## config.mk

```make
export PLATFORM = sky130hd
export DESIGN_NAME = pipeline_stall_controller
export DESIGN_NICKNAME = d
export VERILOG_FILES = /design/src/rtl/pipeline_stall_controller.sv
export SDC_FILE = /design/constraint.sdc
export NUM_CORES = 1
export LEC_CHECK = 0
export CAP_MARGIN = 20
export CELL_PAD_IN_SITES_DETAIL_PLACEMENT = 0
export CELL_PAD_IN_SITES_GLOBAL_PLACEMENT = 2
export CORE_UTILIZATION = 31
export CTS_BUF_LIST = sky130_fd_sc_hd__clkbuf_8
export DETAILED_ROUTE_END_ITERATION = 8
export PLACE_DENSITY = 0.87
export SETUP_SLACK_MARGIN = 0.05
export SYNTH_ARGS = -nofsm -noshare
export SYNTH_HDL_FRONTEND = slang
export SYNTH_SLANG_ARGS = --single-unit
```

## constraint.sdc

```tcl
create_clock -name clk -period 4.8 [get_ports clk]
set_clock_uncertainty 0.2 [all_clocks]
set_input_delay 0.96 -clock clk [delete_from_list [all_inputs] [get_ports clk]]
set_output_delay 0.96 -clock clk [all_outputs]
set_load 0.02 [all_outputs]
```

## src/rtl/pipeline_stall_controller.sv

```systemverilog
// pipeline_stall_controller: hazard/stall sequencer for a 5-stage pipeline (load-use, branch flush, memory wait with timeout trap)
module pipeline_stall_controller #(
    parameter int REG_BITS    = 4,
    parameter int MEM_TIMEOUT = 15,
    parameter int CNT_W       = 16
) (
    input  logic                clk,
    input  logic                rst,
    input  logic [REG_BITS-1:0] id_src1,
    input  logic [REG_BITS-1:0] id_src2,
    input  logic                id_src1_used,
    input  logic                id_src2_used,
    input  logic [REG_BITS-1:0] ex_dest,
    input  logic                ex_mem_read,
    input  logic                branch_taken,
    input  logic                mem_req,
    input  logic                mem_ready,
    output logic                pc_stall,
    output logic                if_id_stall,
    output logic                if_id_flush,
    output logic                id_ex_stall,
    output logic                id_ex_flush,
    output logic                ex_mem_stall,
    output logic                mem_wb_bubble,
    output logic                mem_timeout,
    output logic [CNT_W-1:0]    stall_count
);
    typedef enum logic [1:0] {RUN, MEM_WAIT, TRAP} state_t;
    state_t            state_q, state_d;
    logic [7:0]        wait_cnt_q, wait_cnt_d;
    logic              mem_timeout_q, mem_timeout_d;
    logic [CNT_W-1:0]  stall_count_q, stall_count_d;
    logic              lu, mb, freeze, flush, lu_stall;
    assign lu = ex_mem_read && (ex_dest != '0) &&
                ((id_src1_used && id_src1 == ex_dest) || (id_src2_used && id_src2 == ex_dest));
    assign mb = mem_req && !mem_ready;
    // next state and Mealy controls; freeze holds everything upstream of MEM/WB
    always_comb begin
        state_d    = state_q;
        wait_cnt_d = wait_cnt_q;
        freeze     = 1'b0;
        flush      = 1'b0;
        lu_stall   = 1'b0;
        case (state_q)
            RUN: begin
                if (mb) begin
                    freeze     = 1'b1;
                    state_d    = MEM_WAIT;
                    wait_cnt_d = 8'd1;
                end else begin
                    flush    = branch_taken;
                    lu_stall = !branch_taken && lu;
                end
            end
            MEM_WAIT: begin
                if (mem_ready) begin
                    state_d    = RUN;
                    wait_cnt_d = 8'd0;
                    flush      = branch_taken;
                    lu_stall   = !branch_taken && lu;
                end else begin
                    freeze = 1'b1;
                    if (wait_cnt_q == 8'(MEM_TIMEOUT)) state_d = TRAP;
                    else wait_cnt_d = wait_cnt_q + 8'd1;
                end
            end
            TRAP:    freeze = 1'b1;
            default: state_d = RUN;
        endcase
        if (rst) begin
            state_d    = RUN;
            wait_cnt_d = 8'd0;
            freeze     = 1'b0;
            flush      = 1'b0;
            lu_stall   = 1'b0;
        end
        mem_timeout_d = !rst && (mem_timeout_q || state_d == TRAP);
        stall_count_d = rst ? '0 : (pc_stall && !(&stall_count_q)) ? stall_count_q + 1'b1 : stall_count_q;
    end
    assign pc_stall      = freeze || lu_stall;
    assign if_id_stall   = freeze || lu_stall;
    assign if_id_flush   = flush;
    assign id_ex_stall   = freeze;
    assign id_ex_flush   = flush || lu_stall;
    assign ex_mem_stall  = freeze;
    assign mem_wb_bubble = freeze;
    assign mem_timeout   = mem_timeout_q;
    assign stall_count   = stall_count_q;
    // state registers with synchronous reset
    always_ff @(posedge clk) begin
        if (rst) begin
            state_q       <= RUN;
            wait_cnt_q    <= 8'd0;
            mem_timeout_q <= 1'b0;
            stall_count_q <= '0;
        end else begin
            state_q       <= state_d;
            wait_cnt_q    <= wait_cnt_d;
            mem_timeout_q <= mem_timeout_d;
            stall_count_q <= stall_count_d;
        end
    end
endmodule

```

==> out/qor.csv <==
stage;metric;value;unit
status;status;finished, final reports clean;
clock_tree;# resized after CTS;0;
finish;Synth-to-Final Area Change;32.2;%
critical_path;largest delay contributor family on the critical path;buffers and inverters;
floorplanning;initial core utilization;32.1;%
critical_path;slowest stage delay, CP;0.59;ns
critical_path;Crit Path Class;input pin to primary output;
global_routing;gr usage total;14.6;%
timing;Setup violations, final;0;
critical_path;Most Frequent Cell on Critical Path;clkdlybuf4s50_1;
critical_path;CP required;3.64;ns
clock_tree;clk sink count;27;
critical_path;R2R Path End;stall_count[5];
global_routing;initial antenna violation count;0;
global_routing;vias in the first global route;1362;
clock_tree;register clock-pin slew on the reported worst setup and hold paths;0.09;ns
finish;final instance area;2170;µm²
placed_design;Final GP Congestion;0.743;
routing;first-pass detailed-route iteration total;4;
global_routing;largest net degree at the start of global routing;16;
floorplanning;die area;5580;µm²
floorplanning;Die Span Y;74.7;µm
critical_path;crit-path cells;clkdlybuf4s50_1, o21bai_2, nand2_1, nor4b_2, o21a_1, or2_2, clkdlybuf4s50_1;
routing;Vias/cell;4.84;
global_routing;first-pass GRT wire length;6310;µm
run;max-cap violations;0;
logic_synthesis;FF+latch count, synth;27;
timing;slew of the pin with the lowest slew margin;0.560;ns
timing;Min Hold Slack;0.255;ns
clock_tree;Post-CTS Setup Bufs;0;
finish;Multi-input gate area;1030;µm²
worst_hold_path;Worst Hold Launch;mem_timeout;
timing;Final TNS setup;0;ns
logic_synthesis;synth warn;0;
logic_synthesis;ys async rst share;0;%
clock_tree;CTS max path bufs;2;
timing;final hold viol count;0;
timing;normalized max-slew margin;62.4;%
finish;fraction of layout cells with a size suffix above 1;8.66;%
floorplanning;Chip Width;74.7;µm
placed_design;Placed Area;2120;µm²
logic_synthesis;post-synth cell types;43;
clock_tree;TritonCTS clock tree;done;
logic_synthesis;Mapped Avg Cell Area;8.57;µm²
finish;FF/Latch Area;541;µm²
finish;fill count;516;
routing;wirelength, routed;3810;µm
logic_synthesis;post-synthesis sequential area ratio;33.0;%
timing;min Tclk post-route;4.26;ns
timing;RSZ-0062 raised after global routing;false;
routing;drt drc;0;
worst_hold_path;Hold Path Sink;mem_timeout;
timing;Max Slew Vio Count;0;
routing;Iter 0 DRT Violations;61;
critical_path;CP Max Fanout;7;
floorplanning;core area;5110;µm²
critical_path;Worst R2R Setup Slack;2.38;ns
floorplanning;row count;26;
floorplanning;I/O Pins;44;
logic_synthesis;Post-Syn Instances;191;
timing;highest clock rate;0.235;GHz
logic_synthesis;Post-Syn Area;1640;µm²
placed_design;Detailed Place HPWL;2910;µm
pwr;pwr dens;196;nW/µm²
routing;Antenna Violating Nets Remaining;0;
logic_synthesis;Synth Flop Type;dfxtp_1;
pwr;Peak supply drop;0.0000946;V
worst_hold_path;worst hold path class;flop to flop;
finish;Nets;254;
timing;final worst-path setup slack;0.541;ns
clock_tree;H-tree depth;1;
critical_path;worst path bufs/invs;2;
critical_path;worst r2r src;state_q[0];
finish;Ant. Diodes;0;
logic_synthesis;syn nets;213;
timing;Tcrit/Tclk final;88.7;%
logic_synthesis;Post-synth EDFFs;0;
critical_path;cells on worst reg2reg path;7;
critical_path;CP Capture Type;primary output;
placed_design;I/O Buffers;43;
critical_path;CP max-delay cell;clkdlybuf4s50_1;
clock_tree;later-pin clock latency in the skew report;0.28;ns
routing;total vias in the final route;1456;
clock_tree;TritonCTS buffer count;3;
placed_design;pre-CTS WS;0.519;ns
routing;routed len/inst;12.7;µm
critical_path;crit path DAT;3.10;ns
critical_path;startpoint types;input pin;
worst_hold_path;hold path cells;2;
clock_tree;hold buffer count at cts;0;
pwr;Leakage;0.000790;µW
global_routing;gr ovfl total;0;
clock_tree;Clock Tree Root;clkbuf_8;
-- logic make-up after synthesis --
logic type / synth area share [%]
compound gates: 15.1
xor+xnor: 6.95
fa+ha+maj: 1.53
buf+inv: 4.20
flops: 33.0
mux: 10.5
simple gates: 28.7
-- worst min-delay path: cells and delay by family, from the launching register on --
family | cells | cell delay [ns]
DFF | 1 | 0.32
AOI/OAI and AO/OA | 1 | 0.05
buffers and inverters | 1 | 0.04
-- synth_stat cells (all sizes together), types with 6 or more instances --
library cell | n | area (µm²)
nor2 | 21 | 78.8
nand2 | 13 | 48.8
dfxtp | 27 | 541
o21ai | 6 | 30.0
nand3 | 12 | 60.1
mux2 | 9 | 101
nor2b | 12 | 75.1
nand2b | 7 | 43.8
mux2i | 7 | 70.1
a21oi | 12 | 63.8
xor2 | 9 | 78.8
-- sequential cells by signal, indices dropped and copies added, names as in the netlist --
name	count
stall_count	16
mem_timeout	1
state_q	2
wait_cnt_q	8
-- stage by stage --
step / std cells / power [µW] / utilization [%]
after global placement: 297 / 301 / 41.5
after floorplan: 191 / 269 / -
after global routing: 301 / 449 / 42.4
after CTS: 301 / 431 / 42.4
after detailed placement: 297 / 302 / 41.5
final: 301 / 425 / 42.4
-- report_power, final --
group	switching, µW	total [µW]	internal, µW
Combinational	30.4	64.8	34.4
Clock	72.2	130	57.4
Sequential	4.34	231	227
-- cell type report --
class | instances | area share (%)
clock buffer | 3 | 1.91
clock inverter | 1 | 0.173
inverter | 3 | 0.520
multi-input combinational | 151 | 47.5
sequential | 27 | 25.0
tap | 70 | 4.04
timing repair buffer | 46 | 20.9
-- layout by cell type, fill, tap and decap left out, types with 3 or more instances in the layout --
master and instances:
xnor2_1 4, nor4_1 3, and3_1 3, mux2_1 9, clkdlybuf4s50_1 43, inv_1 3
a21oi_1 11, nor2_1 21, dfxtp_1 27, nand2b_1 7, nor2b_1 12, buf_4 3
nand3_1 12, o21ai_1 4, and4_4 4, xor2_1 9, a211oi_1 4, mux2i_1 7
clkbuf_8 3, nand2_1 13
-- layer usage --
metal	global-route usage (%)	share of wire (%)
met3	2.14	5.3
met4	4.61	1.0
met1	22.1	53
met2	21.0	41
met5	0	0
-- worst max-delay path by stage --
stage / slack (ns) / from / to / cells after the start
after global placement: 0.54 / mem_ready / ex_mem_stall / 7
after detailed placement: 0.52 / mem_ready / id_ex_flush / 7
after CTS: 0.52 / mem_ready / id_ex_flush / 7
after floorplan: 1.45 / mem_ready / pc_stall / 7
final: 0.54 / mem_ready / id_ex_flush / 7
after global routing: 0.42 / mem_ready / id_ex_flush / 7
Power figures use the tool's default switching activity.
==> RTL edit 1: new RTL, same settings <==
Change the parameter `CNT_W` from 16 to 18.
--- a/src/rtl/pipeline_stall_controller.sv
+++ b/src/rtl/pipeline_stall_controller.sv
@@ -2,7 +2,7 @@
 module pipeline_stall_controller #(
     parameter int REG_BITS    = 4,
     parameter int MEM_TIMEOUT = 15,
-    parameter int CNT_W       = 16
+    parameter int CNT_W       = 18
 ) (
     input  logic                clk,
     input  logic                rst,
Interface: changed (resized stall_count); port bits go from 44 to 46. No check against the original RTL was run, so the function may have changed too.
==> RTL edit 1 against the original RTL <==
Critical path depth down 2; wire length down 2.5%; sequential power up 6%; sequential cell count up 2; die area down 0.15%; setup slack worse by 0.039 ns; final area up 3.3%; synthesized area down 0.15%; total power up 33%; core utilization up 1.4 points; sequential share of layout area up 0.99 points; highest routed layer unchanged.
==> RTL edit 1: results (changes against the original RTL) <==
stage	metric	value	unit	change
route	M1 wire length	1.80	mm	-10%
timing	slew at the pin closest to its max-slew limit	0.795	ns	+0.235 ns
critical_path	biggest cell delay along the critical path	0.64	ns	+0.05 ns
logic_synthesis	Syn Area/Cell	8.61	um^2	+0.37%
route	Vias	1464		+0.55%
run_status	result of the run	finished clean		
route	sum of met3 wire segment lengths after detailed routing	307	um	+52%
global_routing	met2 track demand over resource in global routing	21.9	%	+0.90 points
global_routing	vias in the first global route	1298		-4.7%
critical_path	highest-delay cell along the critical path	sky130_fd_sc_hd__o21bai_1		
route	top routing layer in use	met4		
clock_tree	clock transition time at the flip-flop clock pins of the worst setup and hold paths	0.06	ns	-0.03 ns
logic_synthesis	part of the Yosys area used for sequential elements	35.5	%	+2.5 points
route	average routed wire per standard cell	12.2	um	-3.7%
global_routing	met1 track demand over resource in global routing	18.1	%	-4.1 points
route	via density per instance	4.80		-0.77%
clock_tree	H-tree levels	2		+1
route	detailed router's first-iteration violation count	66		+8.2%
critical_path	crit path DAT	3.14	ns	+0.04 ns
layout	share of post-route cells with drive strength above 1	7.23	%	-1.4 points
logic_synthesis	distinct cell type count after synthesis	40		-7.0%
layout	number of flip-flops in the largest register	18		+2
logic_synthesis	biggest area contributors in the synthesized netlist	sky130_fd_sc_hd__dfxtp_1 36%, sky130_fd_sc_hd__nor2_1 6.7%, sky130_fd_sc_hd__xor2_1 6.4%, sky130_fd_sc_hd__mux2_1 4.8%, sky130_fd_sc_hd__xnor2_1 4.3%		
global_routing	global-route met3 utilization	5.22	%	+3.1 points
global_routing	largest net degree at the start of global routing	33		+17
pwr	worst IR drop on VDD	0.123	mV	+30%
global_routing	first-pass GRT wire length	5.97	mm	-5.4%
logic_synthesis	syn nets	212		-0.47%
placed_design	Cell Count Post-Placement	297		unchanged
layout	number of nets in the final layout	256		+0.79%
placed_design	half-perimeter wire length after placement	2.72	mm	-6.6%
logic_synthesis	ranking of synthesized cells by instance count	29 x sky130_fd_sc_hd__dfxtp_1, 29 x sky130_fd_sc_hd__nor2_1, 12 x sky130_fd_sc_hd__nand2_1, 12 x sky130_fd_sc_hd__xor2_1		
clock_tree	number of CTS-inserted buffers	5		+2
critical_path	CP Max Fanout	8		+1
global_routing	total global-route track usage	14.2	%	-0.34 points
placed_design	GPL Wtd Cong	0.755		+1.5%
pwr	cell leakage power	0.878	nW	+11%
clock_tree	Post-CTS Setup Bufs	0		unchanged
placed_design	count of buffers inserted at the top-level ports	45		+4.7%
route	amount of wire on met2 after detailed routing	1.56	mm	-0.51%
-- RTL edit 1: cell types whose count changed after synthesis, sizes merged, moves of 3 or more --
cell / delta
xor2: +3
a211oi: -3
mux2i: -3
nor2b: -4
nand4: +7
nor2: +9
xnor2: +4
a2111oi: -3
a21oi: -3
nand3: -5
and3: +4
-- RTL edit 1: worst paths after layout --
check | startpoint | endpoint | slack (ns) | cells past startpoint
setup / recovery | mem_ready | if_id_stall | 0.50 | 5
hold / removal | mem_timeout | mem_timeout | 0.25 | 2
setup reg to reg | stall_count[0] | stall_count[15] | 2.32 | 7
hold reg to reg | mem_timeout | mem_timeout | 0.25 | 2
-- RTL edit 1: cell type report --
class                      count  area, um^2
clock buffer                   6        82.6
clock inverter                 2        33.8
fill                         513        2870
inverter                       5        18.8
multi-input combinational    147         976
sequential                    29         581
tap                           70        87.6
timing repair buffer          46         458
-- RTL edit 1: kinds of logic after synthesis --
logic type | synth area share (%)
simple gates | 31.1
fa+ha+maj | 1.53
flops | 35.5
xor+xnor | 10.7
buf+inv | 4.82
compound gates | 9.11
mux | 7.27
-- RTL edit 1: where the power goes --
part | total [mW] | leakage [nW] | internal, mW | switching, mW
combinational | 0.0618 | 0.581 | 0.0316 | 0.0301
clock | 0.259 | 0.0626 | 0.167 | 0.0923
sequential | 0.246 | 0.234 | 0.243 | 0.00301
total | 0.567 | 0.878 | 0.441 | 0.125
-- RTL edit 1: metrics by stage --
stage / hold WS, ns / cell area [um^2] / total power [mW] / setup WS (ns)
after floorplan: 0.263 / 1640 / 0.284 / 1.53
after detailed placement: 0.244 / 2120 / 0.313 / 0.516
final: 0.246 / 2240 / 0.567 / 0.502
after global placement: 0.235 / 2120 / 0.313 / 0.581
after CTS: 0.253 / 2240 / 0.574 / 0.518
after global routing: 0.293 / 2240 / 0.595 / 0.365
==> RTL edit 2: new RTL, config.mk and constraints unchanged <==
Made on the original files. Re-encode `state_t` (3 states) as one-hot, 3 bits wide.
--- a/src/rtl/pipeline_stall_controller.sv
+++ b/src/rtl/pipeline_stall_controller.sv
@@ -25,7 +25,7 @@
     output logic                mem_timeout,
     output logic [CNT_W-1:0]    stall_count
 );
-    typedef enum logic [1:0] {RUN, MEM_WAIT, TRAP} state_t;
+    typedef enum logic [2:0] {RUN = 3'b001, MEM_WAIT = 3'b010, TRAP = 3'b100} state_t;
     state_t            state_q, state_d;
     logic [7:0]        wait_cnt_q, wait_cnt_d;
     logic              mem_timeout_q, mem_timeout_d;
Check against the original RTL: same outputs for any inputs over 10 cycles, from zero or initial values and one cycle with rst high; not proved beyond that.
==> RTL edit 2 against the original RTL <==
Register-to-register slack got worse by 0.07 ns; total power increased by 5.5%; first-iteration DRC count decreased by 13%; sequential cell count increased by 1; final area decreased by 1.8%; fmax increased by 1.7%; setup slack improved by 0.071 ns; sequential power increased by 3%; synthesized area decreased by 2.6%; wire length decreased by 3.1%; largest power group unchanged.
==> RTL edit 2: results (changes against the original RTL) <==
stage	metric	value	unit	change
critical_path	Critical Path Sink	mem_wb_bubble		
logic_synthesis	portion of netlist area occupied by mux cells	2.59	%	-7.9 points
logic_synthesis	compound-gate portion of the synthesized area	17.3	%	+2.2 points
critical_path	crit path DAT	3.03	ns	-0.07 ns
placed_design	GPL Wtd Cong	0.804		+8.1%
layout	Final clock-cell share	2.59	%	+0.51 points
logic_synthesis	xor/xnor share of the synthesized area	11.5	%	+4.6 points
pwr	cell leakage power	0.740	nW	-6.3%
run_status	result of the run	finished clean		
worst_hold_path	cell depth of the worst hold path	1		-1
global_routing	total global-route track usage	14.5	%	-0.032 points
layout	proportion of cell area occupied by registers	26.4	%	+1.4 points
global_routing	largest net degree at the start of global routing	17		+1
timing	slew at the pin closest to its max-slew limit	0.541	ns	-0.0191 ns
critical_path	CP Max Fanout	11		+4
layout	fraction of cell area in non-clock buffers	20.6	%	-0.32 points
critical_path	Crit Reg-Reg Startpoint	stall_count[3]		
layout	count of sequential standard cells	28		+3.7%
logic_synthesis	ranking of synthesized cells by instance count	28 x sky130_fd_sc_hd__dfxtp_1, 23 x sky130_fd_sc_hd__nor2_1, 19 x sky130_fd_sc_hd__nand2_1, 11 x sky130_fd_sc_hd__xnor2_1, 10 x sky130_fd_sc_hd__xor2_1		
layout	Clock Buffer Count	4		+1
critical_path	biggest cell delay along the critical path	0.63	ns	+0.04 ns
pwr	worst IR drop on VDD	0.124	mV	+31%
route	total wire length after detailed routing	3.70	mm	-3.1%
layout	multi-input combinational cell count	139		-7.9%
critical_path	Worst R2R Setup Slack	2.31	ns	-0.07 ns
logic_synthesis	syn nets	202		-5.2%
placed_design	half-perimeter wire length after placement	2.79	mm	-4.3%
route	via density per instance	4.77		-1.3%
logic_synthesis	biggest area contributors in the synthesized netlist	sky130_fd_sc_hd__dfxtp_1 35%, sky130_fd_sc_hd__xnor2_1 6.0%, sky130_fd_sc_hd__xor2_1 5.5%, sky130_fd_sc_hd__nor2_1 5.4%, sky130_fd_sc_hd__nand2_1 4.5%		
global_routing	first-pass GRT wire length	6.13	mm	-2.7%
logic_synthesis	post-synthesis adder-cell area fraction	1.57	%	+0.041 points
route	detailed router's first-iteration violation count	53		-13%
## RTL edit 2: metal layers
layer / up-vias / track usage (%) / share of wire, %
met5: - / 0 / 0
li1: 717 / - / -
met2: 22 / 23.5 / 46
met4: 0 / 3.42 / 0.62
met1: 632 / 18.9 / 49
met3: 4 / 4.25 / 3.8
## RTL edit 2: worst max-delay path, delay by kind of cell
kind                   cells  cell delay (ns)
buffers and inverters      3             1.35
and+or+nand+nor            2             0.54
AOI/OAI and AO/OA          1             0.18
## RTL edit 2: through the flow
stage	area, um^2	hold WS [ns]	std cells	setup slack (ns)
global route	2130	0.303	288	0.481
detailed placement	2070	0.246	284	0.618
floorplan	1600	0.272	180	1.58
global placement	2070	0.237	284	0.665
CTS	2130	0.272	288	0.615
finish	2130	0.263	288	0.612
## RTL edit 2: power by group
group / total, mW / switching [mW] / internal (mW)
registers: 0.237 / 0.00264 / 0.234
clock network: 0.149 / 0.0752 / 0.0735
logic: 0.0635 / 0.0322 / 0.0313
